[config.mk]
export PLATFORM = sky130hd
export DESIGN_NAME = rtlola_input_pacer
export DESIGN_NICKNAME = d
export VERILOG_FILES = /design/src/rtl/rtlola_pkg.sv /design/src/rtl/rtlola_rate_divider.sv /design/src/rtl/rtlola_input_pacer.sv
export SDC_FILE = /design/constraint.sdc
export NUM_CORES = 1
export LEC_CHECK = 0
export ABC_AREA = 1
export CORE_ASPECT_RATIO = 0.8
export CORE_UTILIZATION = 40
export CTS_CLUSTER_SIZE = 10
export DETAILED_ROUTE_END_ITERATION = 10
export DONT_BUFFER_PORTS = 1
export GPL_TIMING_DRIVEN = 0
export SETUP_SLACK_MARGIN = 0.3
export SKIP_LAST_GASP = 1
export SLEW_MARGIN = 40
export SYNTH_ARGS = -nofsm -noshare
export SYNTH_HDL_FRONTEND = slang
export SYNTH_HIERARCHICAL = 1
export SYNTH_SLANG_ARGS = --single-unit
[constraint.sdc]
create_clock -name clk -period 2.1 [get_ports clk]
set_clock_uncertainty 0.15 [all_clocks]
set_input_delay 0.315 -clock clk [delete_from_list [all_inputs] [get_ports clk]]
set_output_delay 0.315 -clock clk [all_outputs]
set_load 0.005 [all_outputs]
[src/rtl/rtlola_pkg.sv]
// Shared definitions for the RTLola monitor front end.
// Holds the default data and timestamp widths and the system clock rate.
// Also holds the default tick periods for the four monitor rates (10/5/2/1 Hz)
// and the buffered event record type.
package rtlola_pkg;

    localparam int unsigned DATA_W = 32;
    localparam int unsigned TS_W   = 48;
    localparam int unsigned CLK_HZ = 100_000_000;

    localparam int unsigned PERIOD_0_DEF = CLK_HZ / 10;
    localparam int unsigned PERIOD_1_DEF = CLK_HZ / 5;
    localparam int unsigned PERIOD_2_DEF = CLK_HZ / 2;
    localparam int unsigned PERIOD_3_DEF = CLK_HZ;

    // One buffered input event. The timestamp field is called stamp because
    // "time" is a reserved word.
    typedef struct packed {
        logic signed [DATA_W-1:0] data;
        logic [TS_W-1:0]          stamp;
    } event_t;

endpackage

[src/rtl/rtlola_rate_divider.sv]
// Enable-tick generator for one periodic monitor rate.
// Ports:
//   clk  - system clock
//   rst  - asynchronous active-low reset
//   en   - global enable; low freezes the counter and forces tick low
//   tick - high for one enabled cycle out of every PERIOD enabled cycles
module rtlola_rate_divider #(
    parameter int unsigned PERIOD = 1
) (
    input  logic clk,
    input  logic rst,
    input  logic en,
    output logic tick
);

    localparam int unsigned CW = $clog2(PERIOD + 1);
    localparam logic [CW-1:0] LAST = CW'(PERIOD - 1);

    logic [CW-1:0] cnt_q, cnt_d;
    logic          at_last;

    always_comb begin
        at_last = (cnt_q == LAST);
        cnt_d   = cnt_q;
        if (en) begin
            cnt_d = at_last ? '0 : cnt_q + 1'b1;
        end
        // Gated by rst so that a period of 1 cannot tick while in reset.
        tick = en & rst & at_last;
    end

    always_ff @(posedge clk or negedge rst) begin
        if (!rst) begin
            cnt_q <= '0;
        end else begin
            cnt_q <= cnt_d;
        end
    end

endmodule

[src/rtl/rtlola_input_pacer.sv]
// Front end of the RTLola monitor.
// Timestamps asynchronous input events with a free-running cycle counter.
// Buffers the events in a small FIFO that has a valid/ready head, and
// generates the four per-rate enable ticks.
// Ports:
//   clk, rst            - system clock, asynchronous active-low reset
//   en                  - global enable; low freezes every piece of state
//   in_valid, in_data   - input event strobe and signed value
//   out_valid/ready     - head-of-FIFO handshake
//   out_data, out_time  - head event value and its cycle timestamp
//   tick[3:0]           - one-cycle enable pulse per rate
//   overflow            - sticky, an event was dropped on a full FIFO
//   level               - FIFO occupancy
module rtlola_input_pacer
    import rtlola_pkg::*;
#(
    parameter int unsigned DATA_W   = rtlola_pkg::DATA_W,
    parameter int unsigned TS_W     = rtlola_pkg::TS_W,
    parameter int unsigned DEPTH    = 4,
    parameter int unsigned PERIOD_0 = rtlola_pkg::PERIOD_0_DEF,
    parameter int unsigned PERIOD_1 = rtlola_pkg::PERIOD_1_DEF,
    parameter int unsigned PERIOD_2 = rtlola_pkg::PERIOD_2_DEF,
    parameter int unsigned PERIOD_3 = rtlola_pkg::PERIOD_3_DEF,
    localparam int unsigned LW      = $clog2(DEPTH) + 1
) (
    input  logic                     clk,
    input  logic                     rst,
    input  logic                     en,
    input  logic                     in_valid,
    input  logic signed [DATA_W-1:0] in_data,
    output logic                     out_valid,
    input  logic                     out_ready,
    output logic signed [DATA_W-1:0] out_data,
    output logic [TS_W-1:0]          out_time,
    output logic [3:0]               tick,
    output logic                     overflow,
    output logic [LW-1:0]            level
);

    localparam int unsigned AW = $clog2(DEPTH);

    typedef struct packed {
        logic signed [DATA_W-1:0] data;
        logic [TS_W-1:0]          stamp;
    } slot_t;

    slot_t           mem_q [DEPTH];
    slot_t           mem_d [DEPTH];
    logic [TS_W-1:0] ts_q, ts_d;
    logic [AW-1:0]   wr_ptr_q, wr_ptr_d;
    logic [AW-1:0]   rd_ptr_q, rd_ptr_d;
    logic [LW-1:0]   level_q, level_d;
    logic            overflow_q, overflow_d;
    logic            full, pop, push, drop;

    always_comb begin
        full = (level_q == LW'(DEPTH));
        pop  = en & (level_q != '0) & out_ready;
        // A pop in the same cycle frees the slot the push needs.
        push = en & in_valid & (~full | pop);
        drop = en & in_valid & full & ~pop;

        mem_d      = mem_q;
        ts_d       = ts_q;
        wr_ptr_d   = wr_ptr_q;
        rd_ptr_d   = rd_ptr_q;
        level_d    = level_q;
        overflow_d = overflow_q | drop;

        if (en) begin
            ts_d = ts_q + 1'b1;
        end
        if (push) begin
            mem_d[wr_ptr_q] = '{data: in_data, stamp: ts_q};
            wr_ptr_d        = wr_ptr_q + 1'b1;
        end
        if (pop) begin
            rd_ptr_d = rd_ptr_q + 1'b1;
        end
        case ({push, pop})
            2'b10:   level_d = level_q + LW'(1);
            2'b01:   level_d = level_q - LW'(1);
            default: level_d = level_q;
        endcase
    end

    always_ff @(posedge clk or negedge rst) begin
        if (!rst) begin
            for (int i = 0; i < DEPTH; i++) begin
                mem_q[i] <= '0;
            end
            ts_q       <= '0;
            wr_ptr_q   <= '0;
            rd_ptr_q   <= '0;
            level_q    <= '0;
            overflow_q <= 1'b0;
        end else begin
            mem_q      <= mem_d;
            ts_q       <= ts_d;
            wr_ptr_q   <= wr_ptr_d;
            rd_ptr_q   <= rd_ptr_d;
            level_q    <= level_d;
            overflow_q <= overflow_d;
        end
    end

    // Head is read straight out of the storage flops, so it is registered and
    // holds while the monitor stalls; storage resets to zero for the reset head.
    assign out_valid = (level_q != '0);
    assign out_data  = mem_q[rd_ptr_q].data;
    assign out_time  = mem_q[rd_ptr_q].stamp;
    assign overflow  = overflow_q;
    assign level     = level_q;

    rtlola_rate_divider #(.PERIOD(PERIOD_0)) u_div0 (
        .clk  (clk),
        .rst  (rst),
        .en   (en),
        .tick (tick[0])
    );

    rtlola_rate_divider #(.PERIOD(PERIOD_1)) u_div1 (
        .clk  (clk),
        .rst  (rst),
        .en   (en),
        .tick (tick[1])
    );

    rtlola_rate_divider #(.PERIOD(PERIOD_2)) u_div2 (
        .clk  (clk),
        .rst  (rst),
        .en   (en),
        .tick (tick[2])
    );

    rtlola_rate_divider #(.PERIOD(PERIOD_3)) u_div3 (
        .clk  (clk),
        .rst  (rst),
        .en   (en),
        .tick (tick[3])
    );

endmodule
==> results.json, run 1 <==
{
  "half_perimeter_wire_length_after_placement_um": 44910,
  "wire_length_of_the_first_global_routing_pass_um": 112900,
  "first_pass_iters": 5,
  "fin_total_pwr_uw": 39770,
  "vias": 20474,
  "hold_ws_ns": -0.7482,
  "fp.dieW_um": 276.9,
  "worstSetupEndpointType": "output pin",
  "worst_path_dominant_cell_family": "buffers and inverters",
  "cap_violations": 0,
  "synthCells": 2745,
  "worst_path_max_delay_cell": "sky130_fd_sc_hd__dfrtp_1",
  "crit_path_cell_trace": "buf_12, inv_12, buf_12, buf_12, buf_6, nor2_1, o22ai_2",
  "power_density_nw_per_um2": 1247,
  "cpPeakStageDelay_ns": 0.40,
  "die_y_um": 221.9,
  "post_synth.cell_area_avg_um2": 8.811,
  "status": "finished, violations left",
  "total_number_of_placement_rows": 80,
  "hp-class": "input pin to async pin",
  "grt_antenna_before_repair": 3,
  "clock-root-buffer": "sky130_fd_sc_hd__clkbuf_16",
  "final_tns_setup_ns": -25.89,
  "grt_max_degree": 483,
  "grt_pass1_vias": 20174,
  "area_growth_syn_to_layout_pct": 31.90,
  "final-hold-violation-count": 283,
  "route.detailed.vias_per_inst": 5.360,
  "die_area_um2": 61460,
  "coreArea_um2": 59660,
  "floorplan.initialDensity": 0.4054,
  "post-route-min-period_ns": 2.500,
  "required_ns": 1.63,
  "power.leakage_uw": 0.01395,
  "critPathLaunchType": "flip-flop",
  "post_route_cells_drive_above_1_share": 0.2889,
  "arrival_ns": 2.03,
  "timing.critical_path.fanout_max": 10,
  "fill_cells": 5223,
  "pin_count": 126,
  "max_slew.worst_pin.slew_ns": 0.5297,
  "crit_cells": 7,
  "clock_latency_ns": 0.64,
  "vdd.ir_drop.worst_mv": 0.7941,
  "ys_seq_area_frac": 0.4945,
  "ctsHtreeMaxLevel": 2,
  "clock_tree.buffer_depth": 3,
  "report.final.setup_viol": 86,
  "timing_max_transition_violations_final": 0,
  "ys.flop_type": "sky130_fd_sc_hd__dfrtp_1",
  "min_period_over_period": 1.190,
  "timing.fmax_mhz": 400.0,
  "synth.yosys.warnings": 6,
  "failing_checks": "negative hold slack, negative setup slack",
  "clock_sinks": 478,
  "unrepaired_setup_endpoints_after_global_routing": "yes",
  "mappedNetlistArea_um2": 24190,
  "postRouteWirelength_um": 74170,
  "routabilityCongestion": 0.8812,
  "globalRouteTotalUtil": 0.2308,
  "final.setup.worst_slack_ns": -0.3997,
  "synth.lib_cells_used.distinct": 43,
  "syn-num-nets": 2793,
  "clkTransAtPathRegs_ns": 0.06,
  "final-seq-area_um2": 11990,
  "nets": 3069,
  "r2r_cells": 10,
  "timing.setup.critical_path_class": "flip-flop to output pin",
  "synth-edff-count": 0,
  "clock_tree_from_tritoncts": "done",
  "cts_inserted_buffers": 56,
  "multiInputGateArea_um2": 12100,
  "overflow": 0,
  "worst_slew_margin_rel": 0.6469,
  "crit_buf_inv": 5,
  "route.detailed.drc": 0,
  "io_buffers": 0,
  "drt.antenna.violating_nets": 0,
  "asyncSetResetFlopFracSynth": 1.000,
  "cpMostUsedCell": "sky130_fd_sc_hd__buf_12",
  "detail_route.iter0.violations": 1797,
  "routed_wire_length_per_instance_um": 19.42,
  "ys_ff_latch": 478
}
==> logic make-up (layout without fill, tap and decap cells) <==
| group | Yosys count | in the layout | synth area share |
|---|---|---|---|
| flip-flops | 478 | 478 | 0.4945 |
| XOR/XNOR | 76 | 76 | 0.02752 |
| other | 0 | 2 | 0 |
| buffers and inverters | 360 | 654 | 0.06694 |
| adder cells (fa/ha/maj) | 11 | 11 | 0.006001 |
| AND/OR/NAND/NOR | 1227 | 1227 | 0.2206 |
| multiplexers | 152 | 152 | 0.07077 |
| AO/OA/AOI/OAI | 441 | 441 | 0.1136 |
==> flip-flops by register name, summed over array words and instances (netlist names) <==
signal and cells:
u_div0/cnt_q 24, overflow 1, level 3, mem_q 320, ts_q 48, u_div2/cnt_q 26
rd_ptr_q 2, u_div3/cnt_q 27, wr_ptr_q 2, u_div1/cnt_q 25
==> layout by cell type (no fill, tap or decap), types with 6 or more instances in the layout <==
cell                            count
sky130_fd_sc_hd__nand2_1          527
sky130_fd_sc_hd__dfrtp_1          458
sky130_fd_sc_hd__nor2_1           321
sky130_fd_sc_hd__inv_1            225
sky130_fd_sc_hd__o21a_1           168
sky130_fd_sc_hd__mux2_2           149
sky130_fd_sc_hd__buf_4            112
sky130_fd_sc_hd__o21ai_0          100
sky130_fd_sc_hd__nand3_1           99
sky130_fd_sc_hd__clkbuf_16         85
sky130_fd_sc_hd__nor2_4            74
sky130_fd_sc_hd__xor2_1            70
sky130_fd_sc_hd__o22ai_2           55
sky130_fd_sc_hd__nand2_2           54
sky130_fd_sc_hd__o21ai_1           50
sky130_fd_sc_hd__nor2_2            49
sky130_fd_sc_hd__dlygate4sd3_1     45
sky130_fd_sc_hd__buf_12            43
sky130_fd_sc_hd__buf_6             29
sky130_fd_sc_hd__nand4_1           27
sky130_fd_sc_hd__o22ai_4           21
sky130_fd_sc_hd__nor3_1            21
sky130_fd_sc_hd__o21ai_2           20
sky130_fd_sc_hd__dfrtp_2           20
sky130_fd_sc_hd__inv_2             19
sky130_fd_sc_hd__buf_16            18
sky130_fd_sc_hd__nand2_4           17
sky130_fd_sc_hd__buf_8             16
sky130_fd_sc_hd__nand3_2           16
sky130_fd_sc_hd__clkbuf_4          15
sky130_fd_sc_hd__clkbuf_8          13
sky130_fd_sc_hd__a21oi_1           13
sky130_fd_sc_hd__clkbuf_2           9
sky130_fd_sc_hd__clkbuf_1           7
sky130_fd_sc_hd__buf_2              6
sky130_fd_sc_hd__xnor2_1            6
sky130_fd_sc_hd__ha_1               6
==> worst register-to-register path, cell delays in order, from the launching register on <==
cell and delay [ns]:
sky130_fd_sc_hd__dfrtp_2 0.45, sky130_fd_sc_hd__nor2_4 0.15, sky130_fd_sc_hd__nand3_4 0.11, sky130_fd_sc_hd__nand2_8 0.11
sky130_fd_sc_hd__buf_6 0.11, sky130_fd_sc_hd__nor2_4 0.04, sky130_fd_sc_hd__buf_12 0.13, sky130_fd_sc_hd__buf_16 0.15
sky130_fd_sc_hd__buf_12 0.15, sky130_fd_sc_hd__buf_12 0.13, sky130_fd_sc_hd__o21a_1 0.17
==> path summary, 6_finish.rpt <==
check                       startpoint                to  slack, ns
min                                rst        mem_q[178]      -0.75
min reg2reg                 mem_q[122]        mem_q[122]       0.33
max in group asynchronous          rst        mem_q[308]       1.16
max reg2reg                   level[1]        mem_q[256]       0.12
min in group clk                    en  u_div3/cnt_q[22]       0.07
max                        rd_ptr_q[0]      out_time[38]      -0.40
==> layout make-up <==
type	count	area share
Multi-Input combinational cell	1907	0.3793
Sequential cell	478	0.3757
Timing Repair Buffer	218	0.08660
Clock buffer	69	0.04734
Buffer	113	0.04722
Tap cell	779	0.03055
Inverter	247	0.02961
Clock inverter	7	0.003490
Antenna cell	2	0.0001569
==> timing repair <==
| action | CTS | global route |
|---|---|---|
| gates resized for setup | 464 | 253 |
| cloned | 18 | 19 |
| hold endpoints to repair | 673 | 258 |
| buffers inserted | 86 | 44 |
| hold buffers | 49 | 1 |
| pin swaps | 70 | 64 |
| setup endpoints to repair | 434 | 566 |
==> routing by layer <==
layer  vias up  wire length [um]  global-route usage
met5         -                13                   0
met4         2              1705             0.06649
met3       117              5004             0.05427
met2       608             33560              0.3509
met1     10246             33890              0.3270
li1       9501                 -                   -
==> where the power goes <==
group,internal [uW],switching [uW],leakage [uW],total [uW]
Sequential,12200,1950,0.00546,14200
Clock,5120,3860,0.000795,8980
Combinational,7900,8720,0.00770,16600
Total,25200,14500,0.0140,39800
==> metrics by stage <==
stage | util | cell area, um2 | std cells | setup WS, ns
5_1_grt | 0.5348 | 31900 | 3820 | -0.5308
2_1_floorplan | - | 24190 | 2745 | 0.3588
3_5_place_dp | 0.4218 | 25160 | 3524 | -0.7953
3_3_place_gp | 0.4218 | 25160 | 3524 | -0.7890
6_report | 0.5348 | 31900 | 3820 | -0.3997
4_1_cts | 0.5066 | 30220 | 3753 | -0.4316
==> synthesized netlist by cell type (3+ instances only) <==
| master | instances | area share |
|---|---|---|
| sky130_fd_sc_hd__nand2_1 | 577 | 0.090 |
| sky130_fd_sc_hd__dfrtp_1 | 478 | 0.49 |
| sky130_fd_sc_hd__nor2_1 | 395 | 0.061 |
| sky130_fd_sc_hd__inv_1 | 237 | 0.037 |
| sky130_fd_sc_hd__o21ai_0 | 170 | 0.035 |
| sky130_fd_sc_hd__o21a_1 | 168 | 0.052 |
| sky130_fd_sc_hd__mux2_2 | 152 | 0.071 |
| sky130_fd_sc_hd__nand3_1 | 102 | 0.021 |
| sky130_fd_sc_hd__o22ai_1 | 81 | 0.021 |
| sky130_fd_sc_hd__xor2_1 | 70 | 0.025 |
| sky130_fd_sc_hd__clkbuf_1 | 42 | 0.0065 |
| sky130_fd_sc_hd__buf_4 | 27 | 0.0084 |
| sky130_fd_sc_hd__nand4_1 | 27 | 0.0070 |
| sky130_fd_sc_hd__nor2_2 | 26 | 0.0067 |
| sky130_fd_sc_hd__nor2_4 | 23 | 0.011 |
| sky130_fd_sc_hd__nor3_1 | 23 | 0.0048 |
| sky130_fd_sc_hd__buf_6 | 19 | 0.0088 |
| sky130_fd_sc_hd__nand2_2 | 18 | 0.0047 |
| sky130_fd_sc_hd__buf_2 | 17 | 0.0035 |
| sky130_fd_sc_hd__nand3_2 | 17 | 0.0070 |
| sky130_fd_sc_hd__a21oi_1 | 14 | 0.0029 |
| sky130_fd_sc_hd__ha_1 | 10 | 0.0052 |
| sky130_fd_sc_hd__inv_2 | 9 | 0.0014 |
| sky130_fd_sc_hd__buf_1 | 7 | 0.0011 |
| sky130_fd_sc_hd__xnor2_1 | 6 | 0.0022 |
| sky130_fd_sc_hd__nand2_4 | 4 | 0.0019 |
| sky130_fd_sc_hd__o21bai_1 | 4 | 0.0012 |
| sky130_fd_sc_hd__nand3b_1 | 3 | 0.00093 |
No activity file was read; power rests on OpenSTA's default activity.
==> run 2, diff against run 1 <==
==> constraint.sdc (replaced) <==
create_clock -name clk -period 2.1 [get_ports clk]
set_clock_uncertainty 0.15 [all_clocks]
set_input_delay 0 -clock clk [delete_from_list [all_inputs] [get_ports clk]]
set_output_delay 0 -clock clk [all_outputs]
set_load 0.005 [all_outputs]
==> run 2 against run 1 <==
The run still ends with negative hold slack, negative setup slack left. Power increased by 3.0%. Cell count increased by 1.7%. Via count increased by 2.3%.
==> results.json, run 2 (synthesis results as in run 1) <==
{
  "status": "finished, violations left",
  "failing_checks": "negative hold slack, negative setup slack",
  "cpMostUsedCell": "sky130_fd_sc_hd__buf_12",
  "grt_max_degree": 483,
  "detailroute.wirelength.met3_um": 5893,
  "maxUsedRoutingLayer": "met5",
  "routed_wire_length_per_instance_um": 19.96,
  "hp-class": "input pin to async pin",
  "route.detailed.drc": 0,
  "worstSetupEndpointType": "output pin",
  "clkTransAtPathRegs_ns": 0.06,
  "first_pass_iters": 5,
  "final-hold-violation-count": 460,
  "detail_route.iter0.violations": 1708,
  "unrepaired_setup_endpoints_after_global_routing": "yes",
  "min_period_over_period": 1.054,
  "clock_latency_ns": 0.64,
  "dpl-instance-area_um2": 25160,
  "nets": 3135,
  "vias": 20943,
  "stdcell_count": 3884,
  "post_route_cells_drive_above_1_share": 0.3282,
  "wirelength_met1_um": 34560,
  "timing.critical_path.fanout_max": 10,
  "antenna_fix_cells": 0,
  "cap_violations": 0,
  "most_common_cell_after_layout_fill_and_taps_aside": "sky130_fd_sc_hd__dfrtp_1",
  "fill_cells": 5027,
  "fin_total_pwr_uw": 40970,
  "vdd.ir_drop.worst_mv": 0.8411,
  "area_growth_syn_to_layout_pct": 38.88,
  "final_tns_setup_ns": -2.290,
  "route.detailed.vias_per_inst": 5.392,
  "largest_reg_flops": 320,
  "timing.setup.critical_path_class": "flip-flop to output pin",
  "timing.fmax_mhz": 451.7,
  "globalRouteTotalUtil": 0.2342,
  "critPathLaunchType": "flip-flop",
  "leading_cell_types_in_the_layout_fill_and_taps_excluded": "sky130_fd_sc_hd__dfrtp_1 (455), sky130_fd_sc_hd__nand2_1 (446), sky130_fd_sc_hd__nor2_1 (315)",
  "met2WireLength_um": 34640,
  "coreArea_um2": 59660,
  "max_slew.worst_pin.slew_ns": 0.8414,
  "largest_registers": "mem_q x320, ts_q x48, u_div3/cnt_q x27",
  "clock_tree_from_tritoncts": "done",
  "register_with_the_most_flip_flops": "mem_q",
  "worst_slew_margin_rel": 0.4372,
  "drt.antenna.violating_nets": 0,
  "required_ns": 1.95,
  "overflow": 0,
  "pin_count": 126,
  "layout.cell_area.non_filler_um2": 33590,
  "r2r_cells": 11,
  "final_core_utilization": 0.5630,
  "wire_length_of_the_first_global_routing_pass_um": 114600,
  "ctsHtreeMaxLevel": 2,
  "die_y_um": 221.9,
  "cpPeakStageDelay_ns": 0.40,
  "power.leakage_uw": 0.01482,
  "clock_sinks": 478,
  "crit_path_cell_trace": "buf_12, inv_12, buf_12, buf_2, o21ai_0, o22ai_2",
  "die_area_um2": 61460,
  "grt_antenna_before_repair": 1,
  "io_buffers": 0,
  "arrival_ns": 2.06,
  "half_perimeter_wire_length_after_placement_um": 44910,
  "timing_max_transition_violations_final": 0,
  "placed_insts": 3524,
  "clock_tree.buffer_depth": 3,
  "routabilityCongestion": 0.8812,
  "postRouteWirelength_um": 77530,
  "total_number_of_placement_rows": 80,
  "power_density_nw_per_um2": 1220,
  "final.setup.worst_slack_ns": -0.1141,
  "reg2reg_slack_ns": 0.03,
  "hold_ws_ns": -1.069,
  "cts_inserted_buffers": 56,
  "fp.dieW_um": 276.9,
  "post-route-min-period_ns": 2.214,
  "floorplan.initialDensity": 0.4054,
  "worst_path_max_delay_cell": "sky130_fd_sc_hd__dfrtp_1",
  "grt_pass1_vias": 20462,
  "report.final.setup_viol": 50,
  "clock-root-buffer": "sky130_fd_sc_hd__clkbuf_16"
}
## run 2: critical path, delay by kind of cell, from the launching register on
family,cells,cell delay [ns]
compound gates,2,0.38
buf+inv,4,0.63
flops,1,0.40
## run 2: layer usage
metal / global-route usage / vias to the layer above
met5: 0 / -
met4: 0.07384 / 2
met3: 0.05532 / 152
met2: 0.3550 / 653
met1: 0.3302 / 10504
li1: - / 9632
## run 2: path summary, 6_finish.rpt
path                             startpoint      endpoint
max in group asynchronous               rst     mem_q[78]
min in group clk                in_data[17]     mem_q[65]
worst min-delay path                    rst       ts_q[3]
worst max-delay path            rd_ptr_q[0]  out_data[11]
worst min register to register   mem_q[199]    mem_q[199]
worst max register to register     level[1]    mem_q[175]
## run 2: power by group
| group | total (uW) | internal (uW) | switching, uW |
|---|---|---|---|
| clock network | 9010 | 5120 | 3890 |
| logic | 17700 | 8610 | 9120 |
| registers | 14200 | 12200 | 2020 |
## run 2: stage by stage
step	hold WS, ns	setup slack [ns]
floorplan	-0.4456	0.3975
global placement	-0.3943	-0.4740
detailed placement	-0.3923	-0.4803
CTS	-1.065	-0.1166
global route	-1.110	-0.1656
finish	-1.069	-0.1141
## run 2: repair_timing
item                       4_1_cts  5_1_grt
hold endpoints to repair       761      382
cloned                          20       31
hold buffers                    79        3
gates resized for setup        488      497
setup endpoints to repair      433      458
pin swaps                       70       67
buffers inserted                85       67
## run 2: area by class of cell
class                           count  area, um2  share of cell area
Timing Repair Buffer              284       3645              0.1085
Tap cell                          779      974.7             0.02902
Clock buffer                       69       1510             0.04496
Inverter                          247      948.4             0.02824
Clock inverter                      7      111.4            0.003315
Sequential cell                   478      11990              0.3570
Multi-Input combinational cell   1907      12710              0.3784
Buffer                            113       1699             0.05058
